`config.mk`:
```
export PLATFORM = sky130hd
export DESIGN_NAME = lms_adapt_ctrl_flat
export DESIGN_NICKNAME = d
export VERILOG_FILES = /design/src/rtl/lms_adapt_ctrl_if.sv /design/src/rtl/lms_adapt_ctrl.sv /design/src/flat_wrapper.sv
export SDC_FILE = /design/constraint.sdc
export NUM_CORES = 1
export LEC_CHECK = 0
export BUFFER_PORTS_ARGS = -buffer_cell sky130_fd_sc_hd__buf_4
export CORE_MARGIN = 5
export CORE_UTILIZATION = 59
export CTS_BUF_LIST = sky130_fd_sc_hd__clkbuf_4
export CTS_CLUSTER_SIZE = 30
export DETAILED_ROUTE_END_ITERATION = 10
export PLACE_DENSITY_LB_ADDON = 0.15
export REMOVE_ABC_BUFFERS = 1
export SETUP_SLACK_MARGIN = 0.15
export SLEW_MARGIN = 20
export SYNTH_ARGS = -nofsm -noshare
export SYNTH_HDL_FRONTEND = slang
export SYNTH_SLANG_ARGS = --single-unit
```
`constraint.sdc`:
```
create_clock -name clk -period 4.5 [get_ports clk]
set_input_delay 0.225 -clock clk [delete_from_list [all_inputs] [get_ports clk]]
set_output_delay 0.225 -clock clk [all_outputs]
set_load 0.03 [all_outputs]
```
`src/rtl/lms_adapt_ctrl_if.sv`:
```
// Sample handshake between the sample source and lms_adapt_ctrl.
interface lms_adapt_ctrl_if;
  logic s_valid;
  logic s_ready;

  modport master (output s_valid, input s_ready);
  modport slave  (input s_valid, output s_ready);
endinterface

```
`src/rtl/lms_adapt_ctrl.sv`:
```
// LMS adaptation controller: paces the filter datapath one sample at a time,
// sequences FLUSH/TRAIN/TRACK/HOLD and tracks the windowed mean |error|.
// Optional divergence detection is compiled in with `define LMS_CTRL_DIVERGE_EN.
module lms_adapt_ctrl #(
  parameter int unsigned ERR_LAT   = 2,
  parameter int unsigned WIN_LOG2  = 4,
  parameter int unsigned FLUSH_LEN = 4,
  parameter int unsigned DIV_CNT   = 8,
  parameter int unsigned DIV_LIM   = 480
) (
  input  logic                clk,
  input  logic                rst,
  lms_adapt_ctrl_if.slave     smp,
  input  logic                start,
  input  logic                stop,
  input  logic                freeze,
  input  logic signed [9:0]   errr,
  input  logic        [9:0]   thr,
  output logic                samp_en,
  output logic                adapt_en,
  output logic                wclr,
  output logic        [2:0]   state,
  output logic                converged,
  output logic        [9:0]   err_mean,
  output logic                diverge
);

  localparam int unsigned ACC_W = 10 + WIN_LOG2;
  localparam int unsigned LAT_W = (ERR_LAT > 0) ? $clog2(ERR_LAT + 1) : 1;
  localparam int unsigned FL_W  = (FLUSH_LEN > 1) ? $clog2(FLUSH_LEN) : 1;
  localparam int unsigned WIN_W = (WIN_LOG2 > 0) ? WIN_LOG2 : 1;

  if (FLUSH_LEN == 0 || DIV_CNT == 0 || DIV_LIM > 1023) begin : g_cfg_err
    $error("lms_adapt_ctrl: invalid parameter set");
  end

  typedef enum logic [2:0] {
    ST_IDLE  = 3'd0,
    ST_FLUSH = 3'd1,
    ST_TRAIN = 3'd2,
    ST_TRACK = 3'd3,
    ST_HOLD  = 3'd4
  } state_e;

  state_e             state_q, state_d;
  logic               busy_q, busy_d;
  logic [LAT_W-1:0]   lat_q, lat_d;
  logic               samp_en_q, samp_en_d;
  logic [FL_W-1:0]    flush_q, flush_d;
  logic [WIN_W-1:0]   win_q, win_d;
  logic [ACC_W-1:0]   acc_q, acc_d;
  logic [9:0]         mean_q, mean_d;
  logic               conv_q, conv_d;

  logic               hs, cap, in_win, win_end, abort, div_hit;
  logic [9:0]         err_u, abs_e, mean_new;
  logic [ACC_W-1:0]   acc_sum;

  assign smp.s_ready = (state_q inside {ST_FLUSH, ST_TRAIN, ST_TRACK, ST_HOLD}) && !busy_q;
  assign hs          = smp.s_valid && smp.s_ready;
  assign cap         = busy_q && (lat_q == LAT_W'(ERR_LAT));
  assign in_win      = state_q inside {ST_TRAIN, ST_TRACK, ST_HOLD};
  assign win_end     = cap && in_win && ((WIN_LOG2 == 0) || (win_q == '1));
  assign abort       = (stop && state_q != ST_IDLE) ||
                       !(state_q inside {ST_IDLE, ST_FLUSH, ST_TRAIN, ST_TRACK, ST_HOLD});

  // |errr| as unsigned; -512 maps to 512 without overflow in 10 bits
  assign err_u    = errr;
  assign abs_e    = err_u[9] ? (~err_u + 10'd1) : err_u;
  assign acc_sum  = acc_q + ACC_W'(abs_e);
  assign mean_new = acc_sum[ACC_W-1:WIN_LOG2];

`ifdef LMS_CTRL_DIVERGE_EN
  localparam int unsigned DC_W = (DIV_CNT > 1) ? $clog2(DIV_CNT) : 1;
  logic            large;
  logic [DC_W-1:0] dcnt_q, dcnt_d;
  logic            div_q;

  assign large   = 32'(abs_e) >= DIV_LIM;
  assign div_hit = cap && in_win && large && !stop && (dcnt_q == DC_W'(DIV_CNT - 1));
  assign diverge = div_q;

  // Consecutive large-error counter and divergence pulse register
  always_ff @(posedge clk or negedge rst) begin
    if (!rst) begin
      dcnt_q <= '0;
      div_q  <= 1'b0;
    end else begin
      dcnt_q <= dcnt_d;
      div_q  <= div_hit;
    end
  end

  // Next value of the consecutive large-error count
  always_comb begin
    dcnt_d = dcnt_q;
    if (cap && in_win) dcnt_d = large ? dcnt_q + 1'b1 : '0;
    if (div_hit || abort) dcnt_d = '0;
  end
`else
  assign div_hit = 1'b0;
  assign diverge = 1'b0;
`endif

  // Controller state and datapath registers
  always_ff @(posedge clk or negedge rst) begin
    if (!rst) begin
      state_q   <= ST_IDLE;
      busy_q    <= 1'b0;
      lat_q     <= '0;
      samp_en_q <= 1'b0;
      flush_q   <= '0;
      win_q     <= '0;
      acc_q     <= '0;
      mean_q    <= '0;
      conv_q    <= 1'b0;
    end else begin
      state_q   <= state_d;
      busy_q    <= busy_d;
      lat_q     <= lat_d;
      samp_en_q <= samp_en_d;
      flush_q   <= flush_d;
      win_q     <= win_d;
      acc_q     <= acc_d;
      mean_q    <= mean_d;
      conv_q    <= conv_d;
    end
  end

  // Next-state, sample pacing, window accounting and state-decoded outputs
  always_comb begin
    state_d   = state_q;
    busy_d    = busy_q;
    lat_d     = lat_q;
    samp_en_d = 1'b0;
    flush_d   = flush_q;
    win_d     = win_q;
    acc_d     = acc_q;
    mean_d    = mean_q;
    conv_d    = conv_q;
    adapt_en  = 1'b0;
    wclr      = 1'b0;

    if (hs) begin
      samp_en_d = 1'b1;
      busy_d    = 1'b1;
      lat_d     = '0;
    end else if (busy_q) begin
      if (cap) busy_d = 1'b0;
      else     lat_d  = lat_q + 1'b1;
    end

    if (cap && in_win) begin
      acc_d = acc_sum;
      win_d = win_q + 1'b1;
      if (win_end) begin
        mean_d = mean_new;
        acc_d  = '0;
        win_d  = '0;
      end
    end

    case (state_q)
      ST_IDLE: begin
        if (start && !stop) state_d = ST_FLUSH;
      end
      ST_FLUSH: begin
        wclr = 1'b1;
        if (cap) begin
          flush_d = flush_q + 1'b1;
          if (flush_q == FL_W'(FLUSH_LEN - 1)) begin
            state_d = ST_TRAIN;
            flush_d = '0;
            acc_d   = '0;
            win_d   = '0;
          end
        end
      end
      ST_TRAIN: begin
        adapt_en = 1'b1;
        if (win_end && (mean_new < thr)) begin
          state_d = ST_TRACK;
          conv_d  = 1'b1;
        end
      end
      ST_TRACK: begin
        adapt_en = 1'b1;
        if (win_end && ({1'b0, mean_new} >= {thr, 1'b0})) begin
          state_d = ST_TRAIN;
          conv_d  = 1'b0;
        end else if (freeze) begin
          state_d = ST_HOLD;
        end
      end
      ST_HOLD: begin
        if (!freeze) state_d = ST_TRACK;
      end
      default: state_d = ST_IDLE;
    endcase

    // Divergence restarts from FLUSH; stop/illegal codes outrank it below
    if (div_hit) begin
      state_d = ST_FLUSH;
      conv_d  = 1'b0;
      flush_d = '0;
      acc_d   = '0;
      win_d   = '0;
    end

    if (abort) begin
      state_d   = ST_IDLE;
      busy_d    = 1'b0;
      lat_d     = '0;
      samp_en_d = 1'b0;
      flush_d   = '0;
      win_d     = '0;
      acc_d     = '0;
      conv_d    = 1'b0;
    end
  end

  assign samp_en   = samp_en_q;
  assign state     = state_q;
  assign converged = conv_q;
  assign err_mean  = mean_q;

endmodule

```
`src/flat_wrapper.sv`:
```
// flat-port wrapper written by rule: the top's interface ports become plain ports
module lms_adapt_ctrl_flat 
#(
  parameter int unsigned ERR_LAT   = 2,
  parameter int unsigned WIN_LOG2  = 4,
  parameter int unsigned FLUSH_LEN = 4,
  parameter int unsigned DIV_CNT   = 8,
  parameter int unsigned DIV_LIM   = 480
)
  (clk, rst, start, stop, freeze, errr, thr, samp_en, adapt_en, wclr, state, converged, err_mean, diverge, smp_s_valid, smp_s_ready);
  lms_adapt_ctrl_if smp_i ();
  input  logic clk;
  input  logic rst;
  input  logic start;
  input  logic stop;
  input  logic freeze;
  input  logic signed [9:0] errr;
  input  logic        [9:0] thr;
  output logic samp_en;
  output logic adapt_en;
  output logic wclr;
  output logic        [2:0] state;
  output logic converged;
  output logic        [9:0] err_mean;
  output logic diverge;
  input wire logic [$bits(smp_i.s_valid)-1:0] smp_s_valid;
  output wire logic [$bits(smp_i.s_ready)-1:0] smp_s_ready;
  assign smp_i.s_valid = smp_s_valid;
  assign smp_s_ready = smp_i.s_ready;
  lms_adapt_ctrl #(.ERR_LAT(ERR_LAT), .WIN_LOG2(WIN_LOG2), .FLUSH_LEN(FLUSH_LEN), .DIV_CNT(DIV_CNT), .DIV_LIM(DIV_LIM)) u_core (.clk(clk), .rst(rst), .smp(smp_i), .start(start), .stop(stop), .freeze(freeze), .errr(errr), .thr(thr), .samp_en(samp_en), .adapt_en(adapt_en), .wclr(wclr), .state(state), .converged(converged), .err_mean(err_mean), .diverge(diverge));
endmodule
```
==> metrics <==
worst setup path startpoint u_core.acc_q[0]; shortest clock period the worst path allows after layout 3.97 ns; most frequently used flop master after synthesis sky130_fd_sc_hd__dfrtp_1; headroom to the max-slew limit 43.1%; worst r2r src u_core.acc_q[0]; total global routing overflow 0; average size of a mapped cell 8.91 um^2; floorplan die width 80.5 um; Max rail drop VDD 0.000286 V; flip-flop and latch count after synthesis 38; drt drc 0; worst-case clock skew 0.00840 ns; number of setup violations in the final report 0; area added between synthesis and finish 19.0%; number of port buffers 43; fmax 0.252 GHz; unrepaired setup endpoints after global routing false; clock transition time at the flip-flop clock pins of the worst setup and hold paths 0.13 ns; global-route total usage across every layer 21.4%; number of global-route vias before repair 2397; fillcell total 387; post-DR vias/cell 5.62; total placed cells including tap cells 436; post-synthesis cell area 2930 um^2; most area-hungry cell type in the Yosys netlist sky130_fd_sc_hd__dfrtp_1; Min-Delay Path Class in -> reg; count of antenna diodes in the layout 0; Post-synth ARST share 100%; status finished clean; maximum number of pins on one net before global-route repair 39; share of the cycle needed by the critical path after routing 88.3%; Final GP Congestion 0.916; worst r2r dst u_core.state[1]; filler-free cell count of the finished design 445; multi-input logic area 1880 um^2; sequential cell area fraction in the yosys report 32.5%; vias 2499; number of top-level design ports 45; Clock Path Buffers 2; slew at the pin with the worst max-slew slack 0.843 ns; number of nets in the final layout 436; required time of the critical path 4.75 ns; synthesis warning total 0; power density over cell area 358 nW/um^2; most common cell after layout, fill and taps aside sky130_fd_sc_hd__buf_4; number of hold violations in the final report 0; Setup TNS Final 0 ns; number of max-slew violations in the final report 0; Leakage Power 1.73 nW; critical path class reg -> reg; CTS Root Buffer Type sky130_fd_sc_hd__clkbuf_4; Antenna Violating Nets Remaining 0; number of iterations in the first detailed-routing pass 4; die boundary height 80.5 um; count of routing violations after the opening detailed-route iteration 107; number of flops mapped to enable cells by yosys 0; standard-cell row count 25; CP Max Fanout 4; Data arrival, critical path 4.23 ns; max-cap viol count 0; proportion of layout cells with a drive suffix above 1 21.4%; biggest area contributors in the synthesized netlist sky130_fd_sc_hd__dfrtp_1 (32%), sky130_fd_sc_hd__ha_1 (14%), sky130_fd_sc_hd__xnor2_1 (4.5%), sky130_fd_sc_hd__nand2_1 (4.2%), sky130_fd_sc_hd__nor2_1 (4.0%); core outline area 4790 um^2; crit path to u_core.state[1]; Clock Latency Late Sink 0.36 ns; number of distinct library cells after synthesis 56; H-tree depth 2; portion of synthesized cell area occupied by the leading cell type 32.5%; final wirelength 6540 um; wire length of the first global-routing pass 10900 um; Worst setup EP type flop; TritonCTS Sinks 38; Worst Setup Start Kind flop; gate count after technology mapping 329; total CTS buffers 5; die footprint 6480 um^2; HPWL reported at the end of detailed placement 5020 um; clock tree from TritonCTS built; Starting Density 61.2%; mean routed wirelength per cell 14.7 um; total power of the final layout 1.25 mW; number of cells traversed by the worst register-to-register path 16; initial antenna violation count 0; most used cells in the layout excluding fill and tap cells sky130_fd_sc_hd__buf_4 (49), sky130_fd_sc_hd__dfrtp_1 (38), sky130_fd_sc_hd__nand2_1 (33); worst reg2reg setup slack 0.53 ns; area taken by flip-flops and latches 951 um^2
==> stage by stage <==
stage          cell area [um^2]  utilization (%)  worst slack [ns]  hold slack, ns
6_report                   3490             72.9             0.527           0.122
5_1_grt                    3490             72.9             0.209           0.106
4_1_cts                    3450             72.0             0.356           0.112
3_5_place_dp               3330             69.6            0.0169           0.224
3_3_place_gp               3330             69.6            0.0823           0.222
2_1_floorplan              2880                -             0.568         -0.0706
==> synth_stat cells (2+ instances only) <==
cell,count
sky130_fd_sc_hd__a21o_1,7
sky130_fd_sc_hd__o31ai_1,6
sky130_fd_sc_hd__o21ai_0,14
sky130_fd_sc_hd__mux2_2,8
sky130_fd_sc_hd__or2_2,2
sky130_fd_sc_hd__xnor2_1,15
sky130_fd_sc_hd__dfrtp_1,38
sky130_fd_sc_hd__nand2b_1,9
sky130_fd_sc_hd__inv_1,23
sky130_fd_sc_hd__nor2_1,31
sky130_fd_sc_hd__ha_1,32
sky130_fd_sc_hd__a31oi_1,4
sky130_fd_sc_hd__clkbuf_1,3
sky130_fd_sc_hd__nor4b_1,2
sky130_fd_sc_hd__a211oi_1,5
sky130_fd_sc_hd__buf_4,2
sky130_fd_sc_hd__a21oi_1,21
sky130_fd_sc_hd__nand4_1,6
sky130_fd_sc_hd__nand2_1,33
sky130_fd_sc_hd__and3_1,3
sky130_fd_sc_hd__buf_2,3
sky130_fd_sc_hd__xor2_1,12
sky130_fd_sc_hd__o21a_1,2
sky130_fd_sc_hd__maj3_1,2
sky130_fd_sc_hd__nand3_1,8
sky130_fd_sc_hd__o211ai_1,3
sky130_fd_sc_hd__nor4_1,3
sky130_fd_sc_hd__nor3_1,4
==> worst max-delay path: stages (launching register included) <==
cell,delay [ns]
sky130_fd_sc_hd__dfrtp_1,0.37
sky130_fd_sc_hd__ha_1,0.17
sky130_fd_sc_hd__inv_1,0.05
sky130_fd_sc_hd__fa_1,0.39
sky130_fd_sc_hd__nand2b_1,0.19
sky130_fd_sc_hd__a211oi_2,0.25
sky130_fd_sc_hd__nor4_1,0.08
sky130_fd_sc_hd__o31ai_1,0.24
sky130_fd_sc_hd__buf_4,0.17
sky130_fd_sc_hd__xor2_2,0.20
sky130_fd_sc_hd__ha_1,0.29
sky130_fd_sc_hd__nand4_1,0.17
sky130_fd_sc_hd__o211ai_1,0.15
sky130_fd_sc_hd__o31ai_2,0.32
sky130_fd_sc_hd__a21oi_1,0.16
sky130_fd_sc_hd__o311a_2,0.36
sky130_fd_sc_hd__mux2_1,0.31
==> metal layers <==
| metal | vias up | share of wire [%] | GRT usage, % |
|---|---|---|---|
| li1 | 1262 | - | - |
| met4 | 0 | 2.0 | 8.11 |
| met5 | - | 0 | 0 |
| met1 | 1169 | 47 | 28.3 |
| met2 | 57 | 46 | 34.9 |
| met3 | 11 | 4.6 | 3.70 |
==> registers in the layout, summed over array words and instances, names as in the netlist <==
| name | flops |
|---|---|
| u_core.acc_q | 14 |
| u_core.busy_q | 1 |
| u_core.converged | 1 |
| u_core.err_mean | 10 |
| u_core.flush_q | 2 |
| u_core.lat_q | 2 |
| u_core.samp_en | 1 |
| u_core.state | 3 |
| u_core.win_q | 4 |
==> power breakdown <==
part | switching [mW] | internal [mW] | total [mW]
combinational | 0.315 | 0.215 | 0.530
sequential | 0.0417 | 0.377 | 0.419
clock | 0.125 | 0.174 | 0.298
total | 0.481 | 0.766 | 1.25
==> how the worst min path moves through the flow <==
stage	from	to	slack [ns]	cells past startpoint
floorplan	rst	u_core.acc_q[0]	-0.07	0
global placement	rst	u_core.state[0]	0.22	1
detailed placement	rst	u_core.state[0]	0.22	1
CTS	smp_s_valid	u_core.samp_en	0.11	3
global route	smp_s_valid	u_core.samp_en	0.11	3
finish	smp_s_valid	u_core.samp_en	0.12	3
==> final cells by class <==
cell class / instances / area share [%]
clock inverters: 3 / 1.97
well taps: 67 / 2.40
clock buffers: 5 / 1.08
repair buffers: 50 / 10.8
inverters: 23 / 2.48
multi-input cells: 259 / 54.0
flip-flops and latches: 38 / 27.3
==> kinds of logic after synthesis <==
| group | after synthesis | share of synthesized area, % |
|---|---|---|
| AOI/OAI and AO/OA | 75 | 17.0 |
| xor gates and xnor gates | 27 | 8.07 |
| adders and majority gates | 35 | 15.0 |
| buffers and inverters | 32 | 4.74 |
| DFF | 38 | 32.5 |
| muxes | 10 | 3.80 |
| other | 1 | 0.128 |
| and+or+nand+nor | 111 | 18.8 |
==> timing repair <==
item	4_1_cts	5_1_grt
hold endpoints to repair	38	0
hold buffers	1	0
resized for setup	0	8
setup buffers	0	0
setup endpoints to repair	0	2
(Power assumes the default switching activity.)
